[config.mk]
export PLATFORM = sky130hd
export DESIGN_NAME = fpmu_pipe
export DESIGN_NICKNAME = d
export VERILOG_FILES = /design/src/rtl/fpmu_pkg.sv /design/src/rtl/fpmu_round.sv /design/src/rtl/fpmu_pipe.sv
export SDC_FILE = /design/constraint.sdc
export NUM_CORES = 1
export LEC_CHECK = 0
export BUFFER_PORTS_ARGS = -buffer_cell sky130_fd_sc_hd__buf_2
export CAP_MARGIN = 10
export CELL_PAD_IN_SITES_DETAIL_PLACEMENT = 2
export CELL_PAD_IN_SITES_GLOBAL_PLACEMENT = 2
export CORE_MARGIN = 1.5
export CORE_UTILIZATION = 39
export CTS_CLUSTER_DIAMETER = 120
export DETAILED_ROUTE_END_ITERATION = 10
export MAX_ROUTING_LAYER = met4
export PLACE_DENSITY = 0.84
export SYNTH_ARGS = -nofsm -noshare
export SYNTH_HDL_FRONTEND = slang
export SYNTH_HIERARCHICAL = 1
export SYNTH_SLANG_ARGS = --single-unit
export TNS_END_PERCENT = 20
[constraint.sdc]
create_clock -name clk_alu -period 2.91 [get_ports clk_alu]
set_clock_uncertainty 0.1 [all_clocks]
set_input_delay 0.1455 -clock clk_alu [delete_from_list [all_inputs] [get_ports clk_alu]]
set_output_delay 0.1455 -clock clk_alu [all_outputs]
set_load 0.005 [all_outputs]
[src/rtl/fpmu_pkg.sv]
// Shared types and helpers for the pipelined FP multiplier (fpmu_pipe).
package fpmu_pkg;

  typedef enum logic [1:0] {FP_ZERO, FP_NORM, FP_INF, FP_NAN} fp_class_e;

  localparam int NFLG    = 4;
  localparam int FLG_INV = 3;
  localparam int FLG_OVF = 2;
  localparam int FLG_UNF = 1;
  localparam int FLG_INX = 0;

  function automatic int fp_bias(input int exp_w);
    return (1 << (exp_w - 1)) - 1;
  endfunction

  // Canonical quiet NaN, right-aligned in 64 bits; callers truncate to W.
  function automatic logic [63:0] fp_qnan(input int exp_w, input int man_w);
    logic [63:0] ones;
    ones = (64'd1 << exp_w) - 64'd1;
    return (ones << man_w) | (64'd1 << (man_w - 1));
  endfunction

  // Subnormals (exp==0, frac!=0) classify as zero: inputs flush to zero.
  function automatic fp_class_e fp_classify(input logic exp_zero, input logic exp_ones,
                                            input logic frac_nz);
    if (exp_zero) return FP_ZERO;
    if (exp_ones) return frac_nz ? FP_NAN : FP_INF;
    return FP_NORM;
  endfunction

endpackage

[src/rtl/fpmu_round.sv]
// Combinational round-to-nearest-even on a normalised mantissa with guard/round/sticky.
module fpmu_round
  import fpmu_pkg::*;
#(
  parameter int MAN_W = 10
) (
  input  logic [MAN_W:0]   mant,
  input  logic             g,
  input  logic             r,
  input  logic             s,
  output logic [MAN_W-1:0] frac,
  output logic             carry
);
  logic inc;

  assign inc   = g & (r | s | mant[0]);
  // An all-ones mantissa wraps the fraction to zero; the caller bumps the exponent.
  assign carry = (&mant) & inc;
  assign frac  = mant[MAN_W-1:0] + MAN_W'(inc);

endmodule

[src/rtl/fpmu_pipe.sv]
// 3-stage IEEE 754 multiplier with valid/ready backpressure, flush-to-zero, RNE.
// Optional exception flags and sticky accumulator under FPMU_FLAGS_EN.
module fpmu_pipe
  import fpmu_pkg::*;
#(
  parameter  int EXP_W = 5,
  parameter  int MAN_W = 10,
  localparam int W     = 1 + EXP_W + MAN_W
) (
  input  logic            clk_alu,
  input  logic            rst_alu_n,
  input  logic            in_valid,
  output logic            in_ready,
  input  logic [W-1:0]    operand_a,
  input  logic [W-1:0]    operand_b,
  output logic            out_valid,
  input  logic            out_ready,
`ifdef FPMU_FLAGS_EN
  output logic [NFLG-1:0] result_flags,
  output logic [NFLG-1:0] flags_sticky,
  input  logic            flags_clr,
`endif
  output logic [W-1:0]    result
);
  localparam int STAGES = 3;
  localparam int PW     = 2 * MAN_W + 2;
  localparam int EW     = EXP_W + 2;
  localparam logic [EW-1:0]    BIAS     = EW'(fp_bias(EXP_W));
  localparam logic [EW-1:0]    EMAX     = EW'((1 << EXP_W) - 1);
  localparam logic [W-1:0]     QNAN     = W'(fp_qnan(EXP_W, MAN_W));
  localparam logic [EXP_W-1:0] EXP_ONES = '1;

  typedef struct packed {
    fp_class_e     cls;
    logic          sign;
    logic [EW-1:0] e;
    logic [PW-1:0] prod;
  } s1_t;

  typedef struct packed {
    fp_class_e      cls;
    logic           sign;
    logic [EW-1:0]  e;
    logic [MAN_W:0] mant;
    logic           g;
    logic           r;
    logic           s;
  } s2_t;

  logic [STAGES:1] vld_pipe;
  logic            en1, en2, en3;
  s1_t             s1_d, s1_q;
  s2_t             s2_d, s2_q;

  // A stage may load when empty or when its occupant leaves this cycle.
  assign en3       = ~vld_pipe[3] | out_ready;
  assign en2       = ~vld_pipe[2] | en3;
  assign en1       = ~vld_pipe[1] | en2;
  assign in_ready  = en1;
  assign out_valid = vld_pipe[3];

  logic [EXP_W-1:0] ea, eb;
  logic [MAN_W-1:0] fa, fb;
  fp_class_e        ca, cb;

  assign ea = operand_a[W-2 -: EXP_W];
  assign eb = operand_b[W-2 -: EXP_W];
  assign fa = operand_a[MAN_W-1:0];
  assign fb = operand_b[MAN_W-1:0];
  assign ca = fp_classify(ea == '0, ea == EXP_ONES, fa != '0);
  assign cb = fp_classify(eb == '0, eb == EXP_ONES, fb != '0);

  always_comb begin
    s1_d      = '0;
    s1_d.sign = operand_a[W-1] ^ operand_b[W-1];
    s1_d.e    = {2'b00, ea} + {2'b00, eb} - BIAS;
    s1_d.prod = PW'({1'b1, fa}) * PW'({1'b1, fb});
    if (ca == FP_NAN || cb == FP_NAN || (ca == FP_INF && cb == FP_ZERO) ||
        (ca == FP_ZERO && cb == FP_INF))
      s1_d.cls = FP_NAN;
    else if (ca == FP_INF || cb == FP_INF)
      s1_d.cls = FP_INF;
    else if (ca == FP_ZERO || cb == FP_ZERO)
      s1_d.cls = FP_ZERO;
    else
      s1_d.cls = FP_NORM;
  end

  // Normalise so the leading one sits in the top bit; the dropped LSB joins sticky.
  logic [PW-1:0] np;

  always_comb begin
    np        = s1_q.prod[PW-1] ? s1_q.prod : {s1_q.prod[PW-2:0], 1'b0};
    s2_d.cls  = s1_q.cls;
    s2_d.sign = s1_q.sign;
    s2_d.e    = s1_q.e + EW'(s1_q.prod[PW-1]);
    s2_d.mant = np[PW-1:MAN_W+1];
    s2_d.g    = np[MAN_W];
    s2_d.r    = np[MAN_W-1];
    s2_d.s    = |np[MAN_W-2:0];
  end

  logic [MAN_W-1:0] frac_rnd;
  logic             carry;
  logic [EW-1:0]    e3;
  logic             ovf3, unf3;
  logic [W-1:0]     res_d;

  fpmu_round #(.MAN_W(MAN_W)) u_round (
    .mant  (s2_q.mant),
    .g     (s2_q.g),
    .r     (s2_q.r),
    .s     (s2_q.s),
    .frac  (frac_rnd),
    .carry (carry)
  );

  assign e3   = s2_q.e + EW'(carry);
  assign ovf3 = (s2_q.cls == FP_NORM) && ($signed(e3) >= $signed(EMAX));
  assign unf3 = (s2_q.cls == FP_NORM) && (e3[EW-1] || e3 == '0);

  always_comb begin
    res_d = '0;
    case (s2_q.cls)
      FP_NAN:  res_d = QNAN;
      FP_INF:  res_d = {s2_q.sign, EXP_ONES, {MAN_W{1'b0}}};
      FP_ZERO: res_d = {s2_q.sign, {(W-1){1'b0}}};
      default: begin
        if (ovf3)      res_d = {s2_q.sign, EXP_ONES, {MAN_W{1'b0}}};
        else if (unf3) res_d = {s2_q.sign, {(W-1){1'b0}}};
        else           res_d = {s2_q.sign, e3[EXP_W-1:0], frac_rnd};
      end
    endcase
  end

  always_ff @(posedge clk_alu or negedge rst_alu_n) begin
    if (!rst_alu_n) begin
      vld_pipe <= '0;
      s1_q     <= '0;
      s2_q     <= '0;
      result   <= '0;
    end else begin
      if (en1) vld_pipe[1] <= in_valid;
      if (en2) vld_pipe[2] <= vld_pipe[1];
      if (en3) vld_pipe[3] <= vld_pipe[2];
      if (en1 && in_valid)    s1_q   <= s1_d;
      if (en2 && vld_pipe[1]) s2_q   <= s2_d;
      if (en3 && vld_pipe[2]) result <= res_d;
    end
  end

`ifdef FPMU_FLAGS_EN
  logic [NFLG-1:0] flg_d;

  always_comb begin
    flg_d          = '0;
    flg_d[FLG_INV] = (s2_q.cls == FP_NAN);
    flg_d[FLG_OVF] = ovf3;
    flg_d[FLG_UNF] = unf3;
    flg_d[FLG_INX] = (s2_q.cls == FP_NORM) && (ovf3 | unf3 | s2_q.g | s2_q.r | s2_q.s);
  end

  // A clear coinciding with a handshake drops that result's flags.
  always_ff @(posedge clk_alu or negedge rst_alu_n) begin
    if (!rst_alu_n) begin
      result_flags <= '0;
      flags_sticky <= '0;
    end else begin
      if (en3 && vld_pipe[2]) result_flags <= flg_d;
      if (flags_clr)                   flags_sticky <= '0;
      else if (out_valid && out_ready) flags_sticky <= flags_sticky | result_flags;
    end
  end
`endif

endmodule

==> results of run 1 <==
## how the worst max path moves through the flow
stage	from	endpoint	slack [ns]
after detailed placement	operand_a[5]	s1_q[18]$_DFFE_PN0P_	-2.18
after global placement	operand_a[6]	s1_q[15]$_DFFE_PN0P_	-1.80
after CTS	operand_b[6]	s1_q[20]$_DFFE_PN0P_	-1.78
after global routing	operand_b[7]	s1_q[15]$_DFFE_PN0P_	-2.09
final	operand_b[6]	s1_q[21]$_DFFE_PN0P_	-2.08
after floorplan	operand_b[5]	s1_q[20]$_DFFE_PN0P_	-1.58
## logic make-up (layout without fill, tap and decap cells)
kind of cell               after synthesis  after routing  synth area share [%]
and+or+nand+nor                        305            305                  19.3
buffers and inverters                  168            333                  8.18
adders and majority gates              154            154                  31.9
AOI/OAI and AO/OA                      141            141                  11.6
DFF                                     75             75                  23.6
xor gates and xnor gates                27             27                  2.98
muxes                                   18             18                  2.35
## synth_stat cells, drive strengths merged (6+ instances only)
master	number
nand2	137
inv	127
fa	81
dfrtp	75
ha	73
and2	54
o21ai	48
nor2	35
clkbuf	29
a21oi	23
nand3	20
xor2	14
mux2i	13
xnor2	13
buf	12
a31o	11
nand4	11
o211ai	9
nor4	7
o21a	7
nand2b	6
nor3	6
o31ai	6
## state kept, by name, indices dropped and copies added, names as in the netlist
signal	count
s1_q	32
s2_q	24
result	16
vld_pipe	3
## power by group through the flow
stage | combinational [uW] | clock (uW) | sequential, uW
6_report | 10600 | 1180 | 1970
5_1_grt | 10800 | 1200 | 1980
4_1_cts | 9000 | 1140 | 1880
3_5_place_dp | 7500 | 0 | 1810
3_3_place_gp | 6550 | 0 | 1760
2_1_floorplan | 4400 | 0 | 1720
## layout make-up
class,instances,area [um^2]
clock buffer,10,239
clock inverter,6,48.8
multi-input combinational,645,5910
tap,270,338
fill,2071,9680
timing repair buffer,190,1530
inverter,127,484
sequential,75,1880
## per-stage QoR
step	util, %	hold slack, ns
after floorplan	-	-0.250
after global placement	46.4	0.267
after detailed placement	46.4	0.256
after CTS	50.8	0.0279
after global routing	51.9	0.0783
final	51.9	0.0503
## layer usage
metal	vias to the layer above	share of wire [%]	wire length (um)	GRT usage, %
li1	3232	-	-	-
met1	4216	34	15800	40.3
met2	519	49	22800	71.7
met3	337	5.8	2690	6.65
met4	0	11	5250	28.0
met5	-	0	0	-
## repair_timing
action | in CTS | in global routing
resized for setup | 116 | 60
hold buffers | 4 | 0
setup endpoints to repair | 32 | 33
endpoints found under the hold margin | 77 | 0
pin swaps | 37 | 26
setup buffers | 15 | 5
gates cloned | 0 | 1
## critical path: cells and delay by family
kind                       cells  cell delay [ns]
and+or+nand+nor                2             0.34
adders and majority gates      6             2.73
buffers and inverters          7             1.06
AOI/OAI and AO/OA              4             0.81
==> key figures, run 1 <==
Route
  – DR iter-0 viols: 623
  – Vias per inst: 6.28
  – Drt total wl: 46.5 mm
  – DRC Markers: 0
  – Via count: 8304
  – Antenna-violating nets left: 0
  – Drt first pass iters: 5
  – Drt wl/cell: 35.2 um

Clock network
  – CTS tree: built
  – Bufs on Longest Clock Path: 2
  – H-tree Lvls: 3
  – Clock sinks: 75
  – CTS Buf Count: 9
  – Clock Pin Slew Worst Setup and Hold Paths: 0.07 ns
  – Clk Latency, worst-skew pair: 0.38 ns
  – Clock root cell: clkbuf_16

STA
  – Setup violators final: 33
  – Slew HR: 11.8%
  – Tcrit/Tclk final: 172%
  – Total Neg Setup Slack: -30.45 ns
  – Worst-Margin Slew: 1.32 ns
  – FMAX: 0.200 GHz
  – RSZ-0062 raised after global routing: yes
  – Max Slew Vio Count: 0
  – Final Hold Viols: 0
  – Min setup slack post-route: -2.08 ns
  – Final Critical Period: 4.99 ns

Synthesis
  – Synthesized flop and latch total: 75
  – Cells after Synth: 888
  – Mapped cell area: 7940 um^2
  – Area leader, netlist: dfrtp_1
  – Ranking of synthesized cells by area: dfrtp_1 24%, fa_1 20%, ha_1 12%
  – Yosys top cell area share: 23.6%
  – Syn nets: 1078
  – Syn Area/Cell: 8.94 um^2
  – Netlist cell types: 64
  – EDFF count, synth: 0
  – Synth async-reset ratio: 100%
  – Ys Warns: 6
  – Sequential fraction of the synthesis area: 23.6%
  – Ys flop type: dfrtp_1

Global route
  – Global-route usage over all layers: 40.3%
  – Vias in the first global route: 9495
  – Antenna violations before repair: 1
  – First-pass GRT wire length: 61.1 mm
  – Largest net degree at the start of global routing: 76
  – Global route total overflow: 0

Floorplanning
  – Die W: 146 um
  – Site Rows: 52
  – DIE AREA: 21200 um^2
  – Core Area: 20100 um^2
  – Initial Util: 39.5%
  – Die height: 146 um
  – # IOs: 54

Outcome
  – Status: finished with violations
  – Failing checks: setup timing

Setup path
  – Worst Path Arrival: 5.11 ns
  – Crit Path Class: in -> reg
  – Most used cell, CP: fa_1
  – Worst flop-to-flop path endpoint: result[7]$_DFFE_PN0P_
  – Setup crit start kind: primary input
  – CP cell instances: buf_12, buf_8, and2_4, fa_1, inv_2, fa_1, inv_1, fa_2, fa_1, inv_2, fa_1, inv_2, ha_4, a21oi_1, buf_4, o21ai_2, nand2_1, o21a_1, o211ai_1
  – CP Capture Type: register
  – Worst EP required: 3.03 ns
  – CP max FO: 5
  – FF-to-FF setup slack: -0.19 ns
  – Slowest stage delay, CP: 0.54 ns
  – R2r startpoint: s2_q[8]$_DFFE_PN0P_
  – Critical path's slowest cell: fa_1
  – Path depth of the worst reg2reg path: 10

Placement
  – Port bufs: 53
  – DPL Wire Length: 24.1 mm
  – Placed Cells: 1283
  – Placer congestion estimate: 0.814
  – Place WS: -2.18 ns
  – Post-Place Cell Area: 9330 um^2

Power
  – Sw frac: 54.1%
  – Internal cell power: 6340 uW
  – PD cells: 1320 nW/um^2
  – Tot Pwr: 13800 uW
  – Combinational Power Share: 77.1%
  – Leak Pwr: 0.00502 uW
  – Clock group share of total power: 8.6%
  – Peak VDD IR: 0.000758 V
  – Sequential Power Share: 14.3%
  – Sw Pwr: 7460 uW

Final layout
  – Commonest non-fill, non-tap cell in the layout: nand2_1
  – N_diodes: 0
  – Layout cells sized above 1: 30.9%
  – P&R area growth vs syn: 31.3%
  – Commonest non-fill, non-tap cells in the layout: 127 x nand2_1, 123 x buf_4, 102 x inv_1
  – Final instance area: 10400 um^2
  – Nets: 1238
  – Finished Layout Cells: 1323

Hold path
  – Hold Crit Depth: 3
  – Worst Hold Class: in -> reg
  – Hold Path Sink: vld_pipe[2]$_DFFE_PN0P_
  – Hold path start: out_ready

Job
  – Max_cap viols: 0
No activity file was read; power rests on OpenSTA's default activity.
==> run 2: changes to the inputs <==
--- a/config.mk
+++ b/config.mk
@@ -14,7 +14,7 @@
 export CTS_CLUSTER_DIAMETER = 120
 export DETAILED_ROUTE_END_ITERATION = 10
 export MAX_ROUTING_LAYER = met4
-export PLACE_DENSITY = 0.84
+export PLACE_DENSITY = 0.93
 export SYNTH_ARGS = -nofsm -noshare
 export SYNTH_HDL_FRONTEND = slang
 export SYNTH_HIERARCHICAL = 1
==> run 2 against run 1 <==
The flow still finishes with violations (setup timing). Setup slack better by 0.25 ns. Clock-buffer cell count shrank 1. Cell count down 0.23%. Combinational power about the same. Core utilization is 0.24 points higher. First-iteration DRC count rose by 1.3%.
==> key figures, run 2 (same netlist as run 1, synthesis figures left out) <==
Power
  – Clock group share of total power: 8.6% (about the same)
  – Sw Pwr: 7670 uW (was 7460 uW)
  – Peak VDD IR: 0.000849 V (was 0.000758 V)
  – PD cells: 1340 nW/um^2 (was 1320 nW/um^2)
  – Sw frac: 54.4% (was 54.1%)
  – Tot Pwr: 14100 uW (was 13800 uW)
  – Combinational Power Share: 77.3% (was 77.1%)
  – Internal cell power: 6420 uW (was 6340 uW)
  – Sequential Power Share: 14.0% (was 14.3%)
  – Leak Pwr: 0.00500 uW (was 0.00502 uW)

Route
  – Max Used Layer: met4 (unchanged)
  – Via count: 8559 (was 8304)
  – Routed wl met2: 23.6 mm (was 22.8 mm)
  – Drt total wl: 47.9 mm (was 46.5 mm)
  – DR iter-0 viols: 631 (was 623)
  – DR WL met3: 3.16 mm (was 2.69 mm)
  – DRC Markers: 0 (unchanged)
  – Antenna-violating nets left: 0 (unchanged)
  – Vias per inst: 6.48 (was 6.28)
  – WL met1: 15.7 mm (was 15.8 mm)
  – Drt wl/cell: 36.3 um (was 35.2 um)
  – Drt first pass iters: 5 (unchanged)

Setup path
  – CP max FO: 4 (was 5)
  – Path depth of the worst reg2reg path: 9 (was 10)
  – CP Capture Type: register (unchanged)
  – Critical path's slowest cell: fa_2 (was fa_1)
  – Crit Path Class: in -> reg (unchanged)
  – Worst EP required: 3.12 ns (was 3.03 ns)
  – R2r startpoint: s2_q[11]$_DFFE_PN0P_ (was s2_q[8]$_DFFE_PN0P_)
  – Worst flop-to-flop path endpoint: result[8]$_DFFE_PN0P_ (was result[7]$_DFFE_PN0P_)
  – CP cell instances: buf_6, buf_4, nand2_1, fa_1, inv_1, fa_2, fa_1, fa_1, inv_2, fa_2, inv_2, ha_4, o21a_1, o211ai_1, a31o_4, buf_6, buf_6, a211o_4, nand3_4 (was buf_12, buf_8, and2_4, fa_1, inv_2, fa_1, inv_1, fa_2, fa_1, inv_2, fa_1, inv_2, ha_4, a21oi_1, buf_4, o21ai_2, nand2_1, o21a_1, o211ai_1)
  – Setup crit start kind: primary input (unchanged)
  – Slowest stage delay, CP: 0.60 ns (was 0.54 ns)
  – Worst Path Arrival: 4.95 ns (was 5.11 ns)
  – FF-to-FF setup slack: -0.02 ns (was -0.19 ns)

Final layout
  – Commonest non-fill, non-tap cells in the layout: 128 x nand2_1, 126 x buf_4, 107 x inv_1 (was 127 x nand2_1, 123 x buf_4, 102 x inv_1)
  – Regs by FF count: s1_q: 32 flops, s2_q: 24 flops, result: 16 flops (unchanged)
  – Final Util: 52.1% (was 51.9%)
  – Layout cells sized above 1: 31.6% (was 30.9%)
  – Finished Layout Cells: 1320 (was 1323)
  – P&R area growth vs syn: 31.9% (was 31.3%)
  – Commonest non-fill, non-tap cell in the layout: nand2_1 (unchanged)
  – Biggest register: s1_q (unchanged)
  – Nets: 1235 (was 1238)
  – FILL cells: 2048 (was 2071)
  – Max reg flops: 32 (unchanged)
  – N_diodes: 0 (unchanged)

STA
  – Slew HR: 32.7% (was 11.8%)
  – Total Neg Setup Slack: -26.65 ns (was -30.45 ns)
  – Max Slew Vio Count: 0 (unchanged)
  – Setup violators final: 23 (was 33)
  – Worst-Margin Slew: 1.01 ns (was 1.32 ns)
  – Final Critical Period: 4.74 ns (was 4.99 ns)
  – Final Hold Viols: 0 (unchanged)
  – FMAX: 0.211 GHz (was 0.200 GHz)
  – Tcrit/Tclk final: 163% (was 172%)
  – RSZ-0062 raised after global routing: yes (unchanged)
  – Min setup slack post-route: -1.83 ns (was -2.08 ns)

Floorplanning
  – Site Rows: 52 (unchanged)
  – # IOs: 54 (unchanged)
  – Initial Util: 39.5% (unchanged)
  – Die W: 146 um (unchanged)
  – Die height: 146 um (unchanged)
  – Core Area: 20100 um^2 (unchanged)
  – DIE AREA: 21200 um^2 (unchanged)

Clock network
  – Clock sinks: 75 (unchanged)
  – Clock Pin Slew Worst Setup and Hold Paths: 0.09 ns (was 0.07 ns)
  – Clock root cell: clkbuf_16 (unchanged)
  – CTS tree: built (unchanged)
  – CTS Buf Count: 9 (unchanged)
  – Bufs on Longest Clock Path: 2 (unchanged)
  – H-tree Lvls: 3 (unchanged)
  – Clk Latency, worst-skew pair: 0.37 ns (was 0.38 ns)

Placement
  – Placed Cells: 1283 (unchanged)
  – Placer congestion estimate: 0.903 (was 0.814)
  – Place WS: -2.22 ns (was -2.18 ns)
  – Port bufs: 53 (unchanged)
  – DPL Wire Length: 25.3 mm (was 24.1 mm)

Global route
  – Global-route usage over all layers: 42.1% (was 40.3%)
  – Global route total overflow: 0 (unchanged)
  – Antenna violations before repair: 0 (was 1)
  – Largest net degree at the start of global routing: 76 (unchanged)
  – Vias in the first global route: 9672 (was 9495)
  – First-pass GRT wire length: 63.4 mm (was 61.1 mm)

Outcome
  – Failing checks: setup timing (unchanged)
  – Status: finished with violations (unchanged)

Hold path
  – Hold Crit Depth: 3 (unchanged)
  – Hold Path Sink: s1_q[29]$_DFFE_PN0P_ (was vld_pipe[2]$_DFFE_PN0P_)
  – Worst Hold Class: in -> reg (unchanged)
  – Hold path start: operand_a[15] (was out_ready)

Job
  – Max_cap viols: 0 (unchanged)
-- run 2: cell types whose count changed in the layout (fill, tap and decap cells not counted), moves of 4 or more --
cell	previous run	this run
buf_8	5	0
inv_1	102	107
inv_2	22	17
and2_1	49	45
-- run 2: power groups by stage --
stage	Sequential [uW]	Clock, uW	Combinational (uW)
2_1_floorplan	1720	0	4400
3_3_place_gp	1740	0	6560
3_5_place_dp	1820	0	7600
4_1_cts	1850	1170	8970
5_1_grt	1970	1240	11000
6_report	1980	1210	10900
-- run 2: cell type report --
class	instances	area (um^2)	area share, %
inverter	127	489	4.67
tap	270	338	3.23
multi-input combinational	645	6030	57.6
clock buffer	9	225	2.15
sequential	75	1880	17.9
clock inverter	7	63.8	0.609
timing repair buffer	187	1450	13.8
-- run 2: timing repair --
| action | 4_1_cts | 5_1_grt |
|---|---|---|
| hold buffers | 2 | 0 |
| gates resized for setup | 131 | 52 |
| pin swaps | 58 | 23 |
| endpoints found under the hold margin | 76 | 0 |
| endpoints found under the setup margin | 33 | 33 |
| buffers inserted | 12 | 7 |
-- run 2: routing by layer --
layer | vias to the layer above | track usage, %
met3 | 361 | 7.21
met1 | 4317 | 41.0
met2 | 645 | 73.7
met4 | 0 | 33.9
met5 | - | -
li1 | 3236 | -
-- run 2: worst max-delay path by stage --
| stage | cells past startpoint | slack [ns] | start | endpoint |
|---|---|---|---|---|
| after detailed placement | 16 | -2.22 | operand_a[5] | s1_q[20]$_DFFE_PN0P_ |
| final | 19 | -1.83 | operand_a[3] | s1_q[13]$_DFFE_PN0P_ |
| after global placement | 16 | -1.84 | operand_b[7] | s1_q[21]$_DFFE_PN0P_ |
| after global routing | 18 | -1.84 | operand_a[3] | s1_q[21]$_DFFE_PN0P_ |
| after CTS | 16 | -1.62 | operand_a[6] | s1_q[20]$_DFFE_PN0P_ |
| after floorplan | 15 | -1.58 | operand_b[5] | s1_q[20]$_DFFE_PN0P_ |
-- run 2: through the flow --
stage	hold slack, ns	instance area, um^2
after floorplan	-0.250	8230
after global placement	0.257	9330
after detailed placement	0.263	9330
after CTS	0.0393	10200
after global routing	0.0664	10500
final	0.0466	10500
-- run 2: critical path: cells and delay by family --
kind | cells | cell delay (ns)
AO/OA/AOI/OAI | 4 | 0.91
adder cells (fa/ha/maj) | 6 | 2.88
buffers and inverters | 7 | 0.80
AND/OR/NAND/NOR | 2 | 0.18
